## config.mk

```make
export PLATFORM = sky130hd
export DESIGN_NAME = fetch_stage
export DESIGN_NICKNAME = d
export VERILOG_FILES = /design/src/rtl/cpu_defs.sv /design/src/rtl/next_pc_sel.sv /design/src/rtl/fetch_stage.sv
export SDC_FILE = /design/constraint.sdc
export NUM_CORES = 1
export LEC_CHECK = 0
export CAP_MARGIN = 30
export CORE_UTILIZATION = 27
export DETAILED_ROUTE_END_ITERATION = 7
export MAX_ROUTING_LAYER = met4
export RECOVER_POWER = 25
export SETUP_SLACK_MARGIN = 0.1
export SYNTH_ARGS = -nofsm -noshare
export SYNTH_HDL_FRONTEND = slang
export SYNTH_SLANG_ARGS = --single-unit
```

## constraint.sdc

```tcl
create_clock -name clk -period 1.8 [get_ports clk]
set_input_delay 0.27 -clock clk [delete_from_list [all_inputs] [get_ports clk]]
set_output_delay 0.27 -clock clk [all_outputs]
set_load 0.03 [all_outputs]
```

## src/rtl/cpu_defs.sv

```systemverilog
// Shared constants for the MIPS core front end: fixed vectors, bubble word, mode bit.
package cpu_defs;
  localparam logic [31:0] RESET_VEC      = 32'h8000_0000;
  localparam logic [31:0] IRQ_VEC        = 32'h8000_0004;
  localparam logic [31:0] EXC_VEC        = 32'h8000_0008;
  localparam logic [31:0] NOP_INSTR      = 32'h0000_0000;
  localparam int          SUPERVISOR_BIT = 31;

  // Sequential successor; the mode bit is never carried into.
  function automatic logic [31:0] seq_pc(input logic [31:0] pc);
    return {pc[SUPERVISOR_BIT], pc[30:0] + 31'd4};
  endfunction
endpackage

```

## src/rtl/next_pc_sel.sv

```systemverilog
// Combinational next-PC priority mux: exception > irq > redirect > stall > sequential.
import cpu_defs::*;

module next_pc_sel #(
  parameter logic [31:0] IRQ_VEC = cpu_defs::IRQ_VEC,
  parameter logic [31:0] EXC_VEC = cpu_defs::EXC_VEC
) (
  input  logic [31:0] pc,
  input  logic [31:0] pc4,
  input  logic        stall,
  input  logic        redirect,
  input  logic [31:0] redirect_target,
  input  logic        exc_req,
  input  logic [31:0] exc_epc,
  input  logic        irq,
  input  logic        irq_ack,
  output logic [31:0] next_pc,
  output logic        flush,
  output logic        hold,
  output logic        accept_irq,
  output logic        epc_load,
  output logic [31:0] epc_next
);
  // irq_ack still high means the handler has not run yet; block re-entry.
  assign accept_irq = irq && !pc[SUPERVISOR_BIT] && !stall && !irq_ack && !exc_req;

  always_comb begin
    next_pc  = pc4;
    flush    = 1'b0;
    hold     = 1'b0;
    epc_load = 1'b0;
    epc_next = exc_epc;
    if (exc_req) begin
      next_pc  = EXC_VEC;
      flush    = 1'b1;
      epc_load = 1'b1;
    end else if (accept_irq) begin
      next_pc  = IRQ_VEC;
      flush    = 1'b1;
      epc_load = 1'b1;
      epc_next = redirect ? redirect_target : pc;
    end else if (redirect) begin
      // A jump can leave supervisor mode but never enter it.
      next_pc  = {pc[SUPERVISOR_BIT] & redirect_target[SUPERVISOR_BIT], redirect_target[30:0]};
      flush    = 1'b1;
    end else if (stall) begin
      next_pc  = pc;
      hold     = 1'b1;
    end
  end
endmodule

```

## src/rtl/fetch_stage.sv

```systemverilog
// Instruction-fetch stage: owns the PC, drives the ROM, fills IF/ID, tracks epc and mode.
import cpu_defs::*;

module fetch_stage #(
  parameter logic [31:0] RESET_VEC = cpu_defs::RESET_VEC,
  parameter logic [31:0] IRQ_VEC   = cpu_defs::IRQ_VEC,
  parameter logic [31:0] EXC_VEC   = cpu_defs::EXC_VEC,
  parameter logic [31:0] NOP_INSTR = cpu_defs::NOP_INSTR
) (
  input  logic        clk,
  input  logic        reset,
  output logic [31:0] rom_addr,
  input  logic [31:0] rom_data,
  input  logic        stall,
  input  logic        redirect,
  input  logic [31:0] redirect_target,
  input  logic        exc_req,
  input  logic [31:0] exc_epc,
  input  logic        irq,
  output logic        irq_ack,
  output logic [31:0] if_id_instr,
  output logic [31:0] if_id_pc4,
  output logic        if_id_valid,
  output logic [31:0] epc,
  output logic        supervisor
);
  logic [31:0] pc, pc4, next_pc, epc_next;
  logic        flush, hold, accept_irq, epc_load;

  assign pc4        = seq_pc(pc);
  assign rom_addr   = pc;
  assign supervisor = pc[SUPERVISOR_BIT];

  next_pc_sel #(.IRQ_VEC(IRQ_VEC), .EXC_VEC(EXC_VEC)) u_sel (
    .pc(pc), .pc4(pc4), .stall(stall), .redirect(redirect),
    .redirect_target(redirect_target), .exc_req(exc_req), .exc_epc(exc_epc),
    .irq(irq), .irq_ack(irq_ack), .next_pc(next_pc), .flush(flush),
    .hold(hold), .accept_irq(accept_irq), .epc_load(epc_load), .epc_next(epc_next)
  );

  always_ff @(posedge clk) begin
    if (!reset) begin
      pc          <= RESET_VEC;
      if_id_instr <= NOP_INSTR;
      if_id_pc4   <= '0;
      if_id_valid <= 1'b0;
      epc         <= '0;
      irq_ack     <= 1'b0;
    end else begin
      irq_ack <= accept_irq;
      if (!hold) pc <= next_pc;
      if (epc_load) epc <= epc_next;
      if (flush) begin
        if_id_instr <= NOP_INSTR;
        if_id_valid <= 1'b0;
      end else if (!hold) begin
        if_id_instr <= rom_data;
        if_id_pc4   <= pc4;
        if_id_valid <= 1'b1;
      end
    end
  end
endmodule
```

# ---- Yosys cells after proc, flatten, opt, wreduce, memory -nomap -nowiden
# Cells that the tools add are included.
dict set report classes {
  n_addsub 1
  n_eq_ne 1
  mux 16
  n_bitwise 4
  n_reduce_logical 13
}
# op count
set op_table {}
lappend op_table {{$mux W32} 6}
lappend op_table {{$add A31 B3 Y31 const B} 1}
lappend op_table {{$mux W31} 1}
lappend op_table {{$mux W1} 9}
lappend op_table {{$reduce_and A2 Y1} 3}
lappend op_table {{$logic_and A1 B1 Y1} 4}
lappend op_table {{$logic_not A1 Y1} 4}
lappend op_table {{$ne A4 B1 Y1 const B} 1}
lappend op_table {{$not A1 Y1} 3}
lappend op_table {{$reduce_bool A3 Y1} 1}
lappend op_table {{$reduce_or A2 Y1} 1}
lappend op_table {{$and A1 B1 Y1} 1}
dict set report totals {
  reg_bits 130
  inputBits 102
  out_inout_bits 131
}

# ---- Depth between registers and ports, before layout
# Gate-level depths: netlist of the first run.
dict set report depth {
  word_depth 9
  mapped_depth 7
}

# ---- Hierarchy
# From an unflattened synthesis of the first run, not the netlist that was laid out.
dict set report hier_totals {
  hier_cells 791
  hier_area_um2 6940.4
}
# module n_inst cells_each area_each_um2 seq_area_each_um2
set modules_own_cells {}
lappend modules_own_cells {fetch_stage 1 542 5188.7 2602.5}
lappend modules_own_cells {next_pc_sel 1 249 1751.7 0.0}

# ---- Worst setup path after synthesis of the first run
# No wires, ideal clock.
dict set report synth_timing {
  path_type {reg2reg}
  start {reg pc[2] (netlist: rom_addr[2])}
  end {reg if_id_pc4[18]}
  setup_time_ns 0.070
  arrival_time_ns 2.154
  required_time_ns 1.730
  setup_slack_ns -0.424
  stages_incl_launch_ff 7
  n_path_buf 0
  cell_sequence {dfxtp_1 -> ha_1 -> nand3_1 -> nor4_2 -> nand3_1 -> xor2_1 -> a21oi_1}
}
dict set report synth_via {
  elab_chain_cells 1
}
# element line
set synth_rtl {}
lappend synth_rtl {{from (decl)} fetch_stage.sv:27} ;# logic [31:0] pc, pc4, next_pc, epc_next;
lappend synth_rtl {{from (signal assigned)} fetch_stage.sv:51} ;# if (!hold) pc <= next_pc;
lappend synth_rtl {{$add A31 B3 Y31} cpu_defs.sv:11} ;# return {pc[SUPERVISOR_BIT], pc[30:0] + 31'd4};
lappend synth_rtl {{to (signal assigned)} fetch_stage.sv:58} ;# if_id_pc4 <= pc4;
lappend synth_rtl {{to (decl)} fetch_stage.sv:22} ;# output logic [31:0] if_id_pc4,
# No other way between the ends.
# A chain may end at the register's enable or synchronous reset.

# ---- Worst setup path in the final report of the first run
dict set report layout_timing {
  start {reg pc[2] (netlist: rom_addr[2])}
  end {reg pc[19] (netlist: rom_addr[19])}
}
dict set report layout_via {
  elab_chain_cells 5
}
# element line
set layout_rtl {}
lappend layout_rtl {{$add A31 B3 Y31} cpu_defs.sv:11}
lappend layout_rtl {{$mux W31} next_pc_sel.sv:46} ;# end else if (stall) begin
lappend layout_rtl {{$mux W32} next_pc_sel.sv:42} ;# end else if (redirect) begin
lappend layout_rtl {{$mux W32} next_pc_sel.sv:37} ;# end else if (accept_irq) begin
lappend layout_rtl {{$mux W32} next_pc_sel.sv:33} ;# if (exc_req) begin
# No other way between the ends. The select of a mux whose other input is x is not followed.

==> reports/results.txt, run 1 <==
First-pass GRT wire length: 36900 um
Most common cell after layout, fill and taps aside: dlygate4sd2_1
DR WL/cell: 18.4 um
Drt pass-1 iters: 7
Min Tclk post-route: 1.74 ns
CP startpoint kind: register
Crit path kind: reg2reg
Crit share post-route: 0.965
Pin count of the biggest net entering global routing: 85
CP Data Arrival Time: 2.09 ns
Worst-margin pin slew: 0.510 ns
Overall routing resource usage: 0.212
RSZ-0062 raised after global routing: true
Final worst setup slack: 0.0636 ns
Die X: 152 um
Pleak: 4.18 nW
Worst Path Max Fanout: 4
Yosys cell types: 57
Number of DRC markers in iteration 0: 475
Critical path's slowest cell: or4_4
Clock buffer depth: 2
Max cap viols: 0
Post-route ant nets: 0
Failing checks: DRC
Nets: 1115
Post-Syn Area: 6100 um^2
Dpl ws: -0.450 ns
Via count of the first global-routing pass: 6222
CTS Buf Count: 17
Hpwl dp: 17200 um
Drt drc: 13
Slew Limit Fails: 0
Layout cells sized above 1: 0.176
I/O pins: 233
Worst Path Required: 2.16 ns
Final instance area: 9850 um^2
Vias/cell: 4.98
Critical-path cell list: nand4_1, or2_4, or4_4, or3_1, nand3_1
Setup TNS: 0 ns
Ys Warns: 0
Via count: 6495
Initial antenna violation count: 0
Clk_lat worst skew: 0.42 ns
Die Area: 23200 um^2
Final Hold Viols: 0
GR Overflow Total: 0
TritonCTS sink count: 130
Routed WL: 23900 um
Hold-fix buffers, CTS: 0
H-tree depth: 4
Proportion of synthesized chip area in sequential cells: 0.427
Clock root buffer master: clkbuf_16
Worst Skew: 0.0126 ns
Most frequent cells in the layout: dlygate4sd2_1 (114), dfxtp_1 (109), clkdlybuf4s50_1 (97)
Seq cells post-synth: 130
Max incr delay on CP: 0.47 ns
Max_slew headroom: 0.651
Post-synth EDFFs: 0
Core area: 22000 um^2
Num rows: 54
Die Ht: 152 um
CTS tree: done
Post-synthesis cell count: 732
Antenna Cells: 0
Synthesis-to-finish area growth: 61.5%
CTS clk-pin slew, worst paths: 0.06 ns
Mean Syn Cell Area: 8.33 um^2
Nature of the critical path endpoint: register
Syn nets: 835
Hold Crit Class: in2reg
Async set-reset flop share out of synthesis: 0
Starting Density: 0.278
Fmax: 576 MHz
Post-Place Cell Area: 9310 um^2
Status: complete, but fails checks
PwrDens: 760 nW/um^2
Post-synth top flop: dfxtp_1
Final Core Density: 0.448
Max VDD drop: 642 uV
Final hold slack: 0.315 ns
Final setup fails: 0
I/O Buffers: 232
Routability cong.: 0.867
[critical path, delay by kind of cell (launching register included)]
family | cells | cell delay, ns
flip-flops | 1 | 0.38
AND/OR/NAND/NOR | 5 | 1.29
[metal layers]
layer,vias up,routed length [um],GRT usage
met2,226,10400,0.303
met4,0,444,0.0661
met5,-,0,-
met3,28,1500,0.0501
met1,3020,11600,0.291
li1,3221,-,-
[through the flow]
step | cells | total power, mW
after floorplan | 732 | 3.79
after global placement | 1259 | 4.48
after detailed placement | 1259 | 4.48
after CTS | 1294 | 7.54
after global routing | 1303 | 7.80
final | 1303 | 7.49
[power by group]
group | internal [mW] | switching [mW]
clock | 1.80 | 1.32
combinational | 0.579 | 0.723
sequential | 2.99 | 0.0731
[worst paths after layout]
check / startpoint / end / slack, ns / cells past startpoint
max: rom_addr[2]$_SDFFE_PN0P_ / rom_addr[19]$_SDFFE_PN0P_ / 0.06 / 5
min: reset / irq_ack$_SDFF_PN0_ / 0.31 / 4
max reg2reg: rom_addr[2]$_SDFFE_PN0P_ / rom_addr[19]$_SDFFE_PN0P_ / 0.06 / 5
min reg2reg: if_id_valid$_SDFFE_PP0N_ / if_id_valid$_SDFFE_PP0N_ / 0.44 / 2
[Yosys cell counts (all sizes together), types with 2 or more instances]
| cell | number | area share |
|---|---|---|
| nand2b | 2 | 0.0021 |
| o31ai | 2 | 0.0025 |
| o2111ai | 2 | 0.0029 |
| xnor2 | 13 | 0.019 |
| a22oi | 6 | 0.0074 |
| o32ai | 2 | 0.0029 |
| xor2 | 13 | 0.019 |
| clkbuf | 45 | 0.028 |
| inv | 9 | 0.0055 |
| nor2b | 36 | 0.037 |
| nor4 | 6 | 0.0072 |
| or3 | 2 | 0.0021 |
| o21ai | 44 | 0.036 |
| nor3b | 3 | 0.0037 |
| a21oi | 61 | 0.050 |
| nor2 | 80 | 0.049 |
| o22ai | 37 | 0.038 |
| or4 | 3 | 0.0043 |
| nand2 | 50 | 0.031 |
| a311oi | 8 | 0.011 |
| a32oi | 3 | 0.0043 |
| and3 | 8 | 0.0082 |
| o311ai | 5 | 0.0072 |
| o21bai | 2 | 0.0025 |
| nand3 | 24 | 0.020 |
| a21boi | 6 | 0.0074 |
| and4 | 3 | 0.0043 |
| nand4 | 9 | 0.013 |
| nor3 | 9 | 0.0074 |
| mux2i | 23 | 0.038 |
| buf | 23 | 0.020 |
| o41ai | 2 | 0.0029 |
| a31oi | 10 | 0.010 |
| a211oi | 25 | 0.031 |
| and2 | 3 | 0.0031 |
| a22o | 4 | 0.0057 |
| o211a | 8 | 0.013 |
| dfxtp | 130 | 0.43 |
[flip-flops by register name (all words and copies together) (netlist names)]
name	flops
if_id_instr	32
if_id_valid	1
rom_addr	32
if_id_pc4	32
irq_ack	1
epc	32
[logic make-up after synthesis]
logic type	Yosys count	share of synthesized area
AO/OA/AOI/OAI	232	0.243
multiplexers	24	0.0396
buffers and inverters	78	0.0539
XOR/XNOR	26	0.0373
AND/OR/NAND/NOR	241	0.197
flip-flops	130	0.427
adder cells (fa/ha/maj)	1	0.00205
[final cells by class]
cell class,count,area (um^2)
well taps,280,350
clock buffers,20,457
flip-flops and latches,130,2640
fillers,2187,12100
clock inverters,10,62.6
multi-input cells,524,3360
repair buffers,329,2940
inverters,10,37.5
[repair_timing]
| item | in CTS | in global routing |
|---|---|---|
| endpoints found under the hold margin | 0 | 0 |
| resized for setup | 122 | 52 |
| pin swaps | 4 | 19 |
| endpoints found under the setup margin | 153 | 69 |
| setup buffers | 5 | 7 |
| cloned | 0 | 2 |
Power figures use the tool's default switching activity.
==> inputs of run 2 (changes only) <==
==> constraint.sdc (replaced) <==
create_clock -name clk -period 1.77 [get_ports clk]
set_input_delay 0.2655 -clock clk [delete_from_list [all_inputs] [get_ports clk]]
set_output_delay 0.2655 -clock clk [all_outputs]
set_load 0.03 [all_outputs]
==> reports/results.txt, run 2 (synthesized netlist as in run 1, its figures left out) <==
Worst Path Max Fanout: 17 (+13)
Max_slew headroom: 0.571 (-0.0797)
Die X: 152 um (unchanged)
Crit path kind: in2reg
GR Overflow Total: 0 (unchanged)
Failing checks: DRC
PwrDens: 765 nW/um^2 (+0.69%)
CP startpoint kind: input pin
First-pass GRT wire length: 36100 um (-2.1%)
Max cap viols: 0 (unchanged)
Max VDD drop: 652 uV (+1.6%)
Min Tclk post-route: 1.77 ns
WP buf/inv: 3 (+3)
Overall routing resource usage: 0.209 (-0.00247)
Post-Place Cell Area: 9270 um^2 (-0.44%)
Final hold slack: 0.300 ns (-0.0150 ns)
Hold Crit Class: in2reg
CTS Buf Count: 17 (unchanged)
Layout cells sized above 1: 0.208 (+0.0321)
Via count of the first global-routing pass: 6154 (-1.1%)
Worst Path Required: 2.14 ns (-0.02 ns)
Critical R2R Capture: rom_addr[19]$_SDFFE_PN0P_
Num rows: 54 (unchanged)
H-tree depth: 4 (unchanged)
Delay-heaviest family, CP: simple AND/OR/NAND/NOR gates
CTS clk-pin slew, worst paths: 0.06 ns (about the same)
Via count: 6654 (+2.4%)
Filler instances: 2094 (-4.3%)
Dpl ws: -0.371 ns (+0.0788 ns)
Post-route ant nets: 0 (unchanged)
Clock buffer depth: 2 (unchanged)
Min-Delay Endpoint: irq_ack$_SDFF_PN0_
Routability cong.: 0.861 (-0.67%)
Worst-margin pin slew: 0.639 ns (+0.129 ns)
DR WL/cell: 18.8 um (+2.6%)
Register Area: 2650 um^2 (+0.24%)
I/O pins: 233 (unchanged)
Pin count of the biggest net entering global routing: 85 (unchanged)
Critical path's slowest cell: or4_4
I/O Buffers: 232 (unchanged)
Die Area: 23200 um^2 (unchanged)
Hpwl dp: 17300 um (+0.61%)
Reg-to-reg setup timing slack: 0.02 ns (-0.04 ns)
Starting Density: 0.278 (unchanged)
Status: complete, but fails checks
Most frequent cells in the layout: dlygate4sd2_1 (126), dfxtp_1 (110), clkdlybuf4s50_1 (97)
RSZ-0062 raised after global routing: true
Critical-path cell list: clkdlybuf4s50_1, nor4b_4, buf_4, or4_4, buf_8, or3_1, nand3_1
Nets: 1129 (+1.3%)
Clock root buffer master: clkbuf_16
Fmax: 566 MHz
Antenna Cells: 0 (unchanged)
Crit share post-route: 0.997
Final worst setup slack: 0.00444 ns (-0.0591 ns)
Drt pass-1 iters: 8 (+1)
Final Hold Viols: 0 (unchanged)
Routed WL: 24800 um (+3.7%)
Area of the multi-input gates: 3500 um^2 (+4.1%)
Nature of the critical path endpoint: register
Worst Skew: 0.0120 ns (-0.000535 ns)
Core area: 22000 um^2 (unchanged)
Hold Path Stages: 4 (unchanged)
Pleak: 4.43 nW (+6.1%)
Clk_lat worst skew: 0.43 ns (about the same)
Synthesis-to-finish area growth: 68.8%
Final instance area: 10300 um^2 (+4.6%)
Die Ht: 152 um (unchanged)
Reg2reg path depth: 6 (+1)
Vias/cell: 5.05 (+1.3%)
Most common cell after layout, fill and taps aside: dlygate4sd2_1
Drt drc: 12 (-1)
Number of DRC markers in iteration 0: 561 (+18%)
Final setup fails: 0 (unchanged)
Max incr delay on CP: 0.50 ns (+0.03 ns)
Initial antenna violation count: 0 (unchanged)
RR Startpoint: irq_ack$_SDFF_PN0_
CP Data Arrival Time: 2.13 ns (+0.04 ns)
Worst hold start: reset
Slew Limit Fails: 0 (unchanged)
TritonCTS sink count: 130 (unchanged)
CTS tree: done
run 2: cell count changes in the layout (fill, tap and decap cells not counted), moves of 8 or more:
cell	change
o21ai_0	-12
clkbuf_1	-16
o21ai_1	+11
dlygate4sd2_1	+12
buf_6	+8
run 2: worst max path at each step:
stage                                   start                        end  slack, ns  depth (start not counted)
floorplan            rom_addr[4]$_SDFFE_PN0P_  rom_addr[19]$_SDFFE_PN0P_      -0.04                          6
global placement                        stall       epc[20]$_SDFFE_PN0P_      -0.39                          7
detailed placement                      stall       epc[20]$_SDFFE_PN0P_      -0.37                          7
CTS                 rom_addr[16]$_SDFFE_PN0P_  rom_addr[30]$_SDFFE_PN0P_       0.09                          7
global route                              irq  rom_addr[27]$_SDFFE_PN0P_      -0.03                          8
finish                                    irq  rom_addr[19]$_SDFFE_PN0P_      0.004                          7
run 2: timing repair:
item / in CTS / in global routing
buffers inserted: 4 / 18
pin swaps: 5 / 33
gates cloned: 0 / 7
setup endpoints to repair: 146 / 111
resized for setup: 142 / 86
hold buffers: 0 / 0
run 2: worst register-to-register path: cells and delay by family (launching register included):
family	cells	cell delay [ns]
AND/OR/NAND/NOR	4	0.95
flip-flops	1	0.39
buffers and inverters	2	0.34
run 2: where the power goes:
group	switching (mW)	total, mW	internal, mW
clock network	1.36	3.40	2.04
logic	0.753	1.36	0.609
registers	0.0809	3.12	3.04
total	2.19	7.88	5.69
run 2: layout make-up:
class                           count  share of cell area
Clock buffer                       23              0.0504
Clock inverter                      8             0.00474
Inverter                           10             0.00365
Multi-Input combinational cell    524               0.340
Sequential cell                   130               0.257
Tap cell                          280              0.0340
Timing Repair Buffer              343               0.310
run 2: per-stage QoR:
stage               total power [mW]  instances  utilization  setup TNS [ns]
floorplan                       3.85        732            -         -0.0807
finish                          7.88       1318        0.469               0
global placement                4.55       1258        0.422          -27.66
global route                    8.17       1318        0.469          -0.126
detailed placement              4.55       1258        0.422          -32.65
CTS                             7.87       1293        0.445               0
run 2: routing by layer:
layer | track usage | part of all wire | up-vias
met5 | - | 0 | -
met4 | 0.0753 | 0.018 | 0
met3 | 0.0432 | 0.060 | 30
met2 | 0.306 | 0.45 | 247
met1 | 0.283 | 0.47 | 3130
li1 | - | - | 3247
==> inputs of run 3 (changes only) <==
--- a/config.mk
+++ b/config.mk
@@ -5,6 +5,7 @@
 export SDC_FILE = /design/constraint.sdc
 export NUM_CORES = 1
 export LEC_CHECK = 0
+export ABC_CLOCK_PERIOD_IN_PS = 1770
 export CAP_MARGIN = 30
 export CORE_UTILIZATION = 27
 export DETAILED_ROUTE_END_ITERATION = 7
==> results of run 3 <==
No change in the layout: final DEF, timing and power equal those of run 2.
